===== config.mk =====
export PLATFORM = sky130hd
export DESIGN_NAME = reg_op_sequencer
export DESIGN_NICKNAME = d
export VERILOG_FILES = /design/src/rtl/reg_op_sequencer.sv
export SDC_FILE = /design/constraint.sdc
export NUM_CORES = 1
export LEC_CHECK = 0
export BUFFER_PORTS_ARGS = -buffer_cell sky130_fd_sc_hd__buf_2
export CAP_MARGIN = 10
export CORE_ASPECT_RATIO = 1.75
export CORE_MARGIN = 4
export CORE_UTILIZATION = 35
export CTS_CLUSTER_DIAMETER = 60
export DETAILED_ROUTE_END_ITERATION = 12
export PLACE_DENSITY_LB_ADDON = 0.05
export SLEW_MARGIN = 20
export SYNTH_ARGS = -nofsm -noshare
export SYNTH_HDL_FRONTEND = slang
export SYNTH_SLANG_ARGS = --single-unit

===== constraint.sdc =====
create_clock -name clk -period 1.95 [get_ports clk]
set_clock_uncertainty 0.05 [all_clocks]
set_input_delay 0.2925 -clock clk [delete_from_list [all_inputs] [get_ports clk]]
set_output_delay 0.2925 -clock clk [all_outputs]
set_load 0.01 [all_outputs]

===== src/rtl/reg_op_sequencer.sv =====
// Command sequencer that drives register control strobes for CLR/LOAD/INC/DEC/SHR/SHL.
// Optional macro REG_SEQ_ABORT_EN adds an abort input that cuts an EXEC phase short.
module reg_op_sequencer #(
  parameter int unsigned DATA_WIDTH = 16,
  parameter int unsigned CNT_WIDTH  = 4
) (
  input  logic                  clk,
  input  logic                  rst,
`ifdef REG_SEQ_ABORT_EN
  input  logic                  abort,
`endif
  input  logic                  cmd_valid,
  output logic                  cmd_ready,
  input  logic [2:0]            cmd_op,
  input  logic [CNT_WIDTH-1:0]  cmd_count,
  input  logic [DATA_WIDTH-1:0] cmd_data,
  input  logic                  cmd_bit,
  output logic                  reg_cl,
  output logic                  reg_ld,
  output logic                  reg_inc,
  output logic                  reg_dec,
  output logic                  reg_sr,
  output logic                  reg_sl,
  output logic                  reg_ir,
  output logic                  reg_il,
  output logic [DATA_WIDTH-1:0] reg_in,
  output logic                  busy,
  output logic                  done
);

  localparam logic [1:0] ST_IDLE = 2'd0;
  localparam logic [1:0] ST_EXEC = 2'd1;
  localparam logic [1:0] ST_DONE = 2'd2;

  localparam logic [2:0] OP_NOP  = 3'd0;
  localparam logic [2:0] OP_CLR  = 3'd1;
  localparam logic [2:0] OP_LOAD = 3'd2;
  localparam logic [2:0] OP_INC  = 3'd3;
  localparam logic [2:0] OP_DEC  = 3'd4;
  localparam logic [2:0] OP_SHR  = 3'd5;
  localparam logic [2:0] OP_SHL  = 3'd6;
  localparam logic [2:0] OP_RSVD = 3'd7;

  logic [1:0]            state;
  logic [2:0]            op_q;
  logic [CNT_WIDTH-1:0]  remaining;
  logic [DATA_WIDTH-1:0] data_q;
  logic                  bit_q;
  logic                  abort_now;
  logic                  op_runs;
  logic                  op_repeats;
  logic                  exec_live;

`ifdef REG_SEQ_ABORT_EN
  assign abort_now = abort;
`else
  assign abort_now = 1'b0;
`endif

  // Decode of the incoming opcode: which ops enter EXEC, and which honour cmd_count.
  always_comb begin
    op_runs    = !(cmd_op == OP_NOP || cmd_op == OP_RSVD);
    op_repeats = (cmd_op == OP_INC) || (cmd_op == OP_DEC) ||
                 (cmd_op == OP_SHR) || (cmd_op == OP_SHL);
  end

  always_ff @(posedge clk or posedge rst) begin
    if (rst) begin
      state     <= ST_IDLE;
      op_q      <= '0;
      remaining <= '0;
      data_q    <= '0;
      bit_q     <= 1'b0;
    end else begin
      case (state)
        ST_IDLE: begin
          if (cmd_valid) begin
            op_q      <= cmd_op;
            data_q    <= cmd_data;
            bit_q     <= cmd_bit;
            remaining <= op_repeats ? cmd_count : '0;
            state     <= op_runs ? ST_EXEC : ST_DONE;
          end
        end
        ST_EXEC: begin
          // remaining holds repeats-minus-one, so all-ones yields 2^CNT_WIDTH cycles without wrapping.
          if (abort_now || remaining == '0) begin
            state <= ST_DONE;
          end else begin
            remaining <= remaining - CNT_WIDTH'(1);
          end
        end
        ST_DONE: state <= ST_IDLE;
        default: state <= ST_IDLE;
      endcase
    end
  end

  // Outputs are gated with rst so they fall with reset, not with the next edge.
  assign exec_live = (state == ST_EXEC) && !rst && !abort_now;

  always_comb begin
    reg_cl  = 1'b0;
    reg_ld  = 1'b0;
    reg_inc = 1'b0;
    reg_dec = 1'b0;
    reg_sr  = 1'b0;
    reg_sl  = 1'b0;
    if (exec_live) begin
      case (op_q)
        OP_CLR:  reg_cl  = 1'b1;
        OP_LOAD: reg_ld  = 1'b1;
        OP_INC:  reg_inc = 1'b1;
        OP_DEC:  reg_dec = 1'b1;
        OP_SHR:  reg_sr  = 1'b1;
        OP_SHL:  reg_sl  = 1'b1;
        default: ;
      endcase
    end
  end

  always_comb begin
    cmd_ready = (state == ST_IDLE) && !rst;
    busy      = ((state == ST_EXEC) || (state == ST_DONE)) && !rst;
    done      = (state == ST_DONE) && !rst;
    reg_in    = rst ? '0 : data_q;
    reg_ir    = bit_q && !rst;
    reg_il    = bit_q && !rst;
  end

endmodule


==> impl_metrics.py <==
metrics = {
    "sta": {
        "max_slew_margin_pct": 72.76,
        "whs_ps": 116.2,
        "setup_viol": 0,
        "period_needed_ps": 1814,
        "grt_setup_unrepaired": "no",
        "slew_viol_final": 0,
        "max_freq_mhz": 551.2,
        "tns_ps": 0,
        "worst_slew_pin_slew_ps": 405.7,
        "hold_viol": 0,
        "final.period_utilization_pct": 93.03,
    },
    "global_route": {
        "grt_first_pass_wirelength_mm": 5.589,
        "antenna_found_initial": 0,
        "grt_max_degree": 27,
        "grt_usage_pct": 13.42,
        "gr-total-overflow": 0,
        "grt_pass1_vias": 1304,
    },
    "detailed_routing": {
        "route.met2.wl_mm": 1.786,
        "first_pass_iters": 4,
        "wl_met1_mm": 1.131,
        "antenna_left": 0,
        "wl_per_cell_um": 13.43,
        "top_layer_used": "met4",
        "drtIter0Drc": 13,
        "wl_mm": 3.182,
        "via_count": 1149,
        "vias_per_cell": 4.848,
        "drc_errors": 0,
        "dr_wl_met3_um": 186,
    },
    "clock_network": {
        "clk_pin_slew_ps": 90,
        "clockBufferDepth": 2,
        "cts_hold_buffers": 0,
        "cts_buffers": 3,
        "clock_sinks": 26,
        "cts-root-buf": "clkbuf_8",
        "htreeDepth": 1,
        "clock_latency_ps": 270,
        "cts_tree": "built",
    },
    "synthesis": {
        "syn_nets": 161,
        "synth_seq_area_share_pct": 46.47,
        "yosys_warnings": 0,
        "synth_area_mm2": 0.001400,
        "ys_types": 33,
        "syn_avg_cell_area_um2": 10.77,
        "syn-instance-count": 130,
        "synth_seq_cells": 26,
    },
    "setup_path": {
        "cp_slowest_cell": "dfrtp_1",
        "path_cells": "inv_2 -> ha_4 -> inv_2 -> nor4_1 -> buf_2",
        "slowest_delay_ps": 410,
        "cp_max_fo": 6,
        "cp_data_required_time_ps": 1610,
        "crit_top_cell": "inv_2",
        "cp.arrival_ps": 1470,
        "path_class": "reg2out",
        "end_kind": "output port",
        "cp-start-kind": "register",
    },
    "hold_path": {
        "hp-class": "in2async",
    },
    "cells_and_area": {
        "syn_to_final_growth_pct": 30.83,
        "drive_above_1_share_pct": 38.62,
        "fillers": 391,
        "antennaDiodeCount": 0,
        "nNetsFinal": 221,
        "instances_no_fill": 237,
    },
    "pwr": {
        "vdd_drop_max_v": 0.0007196,
        "power_mw": 2.550,
        "power_density_mw_per_mm2": 1392,
        "total_leakage_power_nw": 0.8738,
    },
    "run_status": {
        "status": "complete, no violations",
    },
    "floorplan": {
        "chipHeight_um": 91.67,
        "core_area_mm2": 0.003866,
        "die_w_um": 55.81,
        "die_area_mm2": 0.005116,
        "rows": 30,
        "ioPinCount": 54,
        "start_util_pct": 36.21,
    },
    "place": {
        "gp_congestion": 0.7586,
        "dpl.cell_count": 230,
        "io_buffers": 53,
        "dpl.hpwl_mm": 2.495,
    },
    "run": {
        "cap_violations": 0,
    },
}
[synthesized netlist by cell type (all sizes together)]
master | number | area, um2
a211oi | 2 | 15.01
a21boi | 1 | 7.510
a21o | 1 | 7.510
a21oi | 2 | 10.01
a311oi | 1 | 8.760
a31oi | 1 | 6.260
and3 | 1 | 6.260
and4 | 1 | 8.760
and4bb | 1 | 16.27
buf | 4 | 22.52
clkbuf | 2 | 7.510
dfrtp | 26 | 650.6
ha | 4 | 50.05
inv | 6 | 22.52
mux2 | 20 | 225.2
nand2 | 6 | 22.52
nand2b | 4 | 25.02
nand3 | 2 | 10.01
nand3b | 1 | 7.510
nand4 | 1 | 6.260
nor2 | 6 | 22.52
nor2b | 21 | 131.4
nor3 | 8 | 56.31
nor4 | 2 | 12.51
nor4b | 1 | 8.760
o211ai | 1 | 7.510
o21ai | 2 | 10.01
o22ai | 1 | 6.260
xnor2 | 1 | 8.760
[layer usage]
metal	vias up	global-route usage, %
met5	-	0
met4	0	7.525
met3	6	3.380
met2	34	25.00
met1	544	13.06
li1	565	-
[state kept, by name, summed over array words and instances, names as in the netlist]
register and flops:
bit_q 1, data_q 16, op_q 3, remaining 4, state 2
[worst paths after layout]
| path | depth (start not counted) | slack [ps] | to | from |
|---|---|---|---|---|
| max | 5 | 140 | reg_dec | state[1] |
| min in group clk | 2 | 180 | data_q[4] | cmd_data[4] |
| max reg2reg | 6 | 220 | remaining[3] | state[0] |
| min | 3 | 120 | remaining[3] | rst |
| min reg2reg | 1 | 440 | data_q[6] | data_q[6] |
| max in group asynchronous | 3 | 1480 | data_q[13] | rst |
[critical path, delay by kind of cell (launching register included)]
kind | cells | cell delay, ps
flops | 1 | 410
simple gates | 1 | 290
fa+ha+maj | 1 | 170
buf+inv | 3 | 340
[layout make-up]
class / instances / area [um2] / area share [%]
Multi-Input combinational cell: 92 / 718.2 / 39.21
Sequential cell: 26 / 650.6 / 35.52
Timing Repair Buffer: 61 / 325.3 / 17.76
Tap cell: 48 / 60.06 / 3.279
Clock buffer: 4 / 55.05 / 3.005
Inverter: 6 / 22.52 / 1.230
[stage by stage]
step / setup slack (ps) / cell area, um2 / utilization [%]
after global routing: 40.01 / 1832 / 47.38
after detailed placement: 232.7 / 1733 / 44.82
final: 135.9 / 1832 / 47.38
after floorplan: 184.7 / 1400 / -
after global placement: 262.7 / 1733 / 44.82
after CTS: 52.12 / 1800 / 46.57
[kinds of logic after synthesis]
logic type               Yosys count  share of synthesized area, %
buffers and inverters             12                         3.753
adder cells (fa/ha/maj)            4                         3.575
flip-flops                        26                         46.47
multiplexers                      20                         16.09
AO/OA/AOI/OAI                     12                         5.631
AND/OR/NAND/NOR                   55                         23.86
XOR/XNOR                           1                        0.6257
[cell usage in the layout, fill, tap and decap left out, drive strengths merged, types with 2 or more instances in the layout]
cell type | netlist | layout
nor2 | 6 | 6
nor2b | 21 | 21
inv | 6 | 6
nand2b | 4 | 4
a211oi | 2 | 2
clkbuf | 2 | 4
buf | 4 | 61
nor4 | 2 | 2
nor3 | 8 | 8
nand2 | 6 | 6
nand3 | 2 | 2
ha | 4 | 4
dfrtp | 26 | 26
o21ai | 2 | 2
a21oi | 2 | 2
mux2 | 20 | 20
[repair_timing]
| action | 4_1_cts | 5_1_grt |
|---|---|---|
| pin swaps | 0 | 1 |
| resized for setup | 2 | 3 |
| buffers inserted | 0 | 3 |
| endpoints found under the setup margin | 2 | 3 |
[power by group]
part | internal (mW) | leakage (nW) | switching [mW]
clock | 0.181 | 0.0288 | 0.169
combinational | 0.619 | 0.539 | 0.591
sequential | 0.815 | 0.306 | 0.176
(Power assumes the default switching activity.)
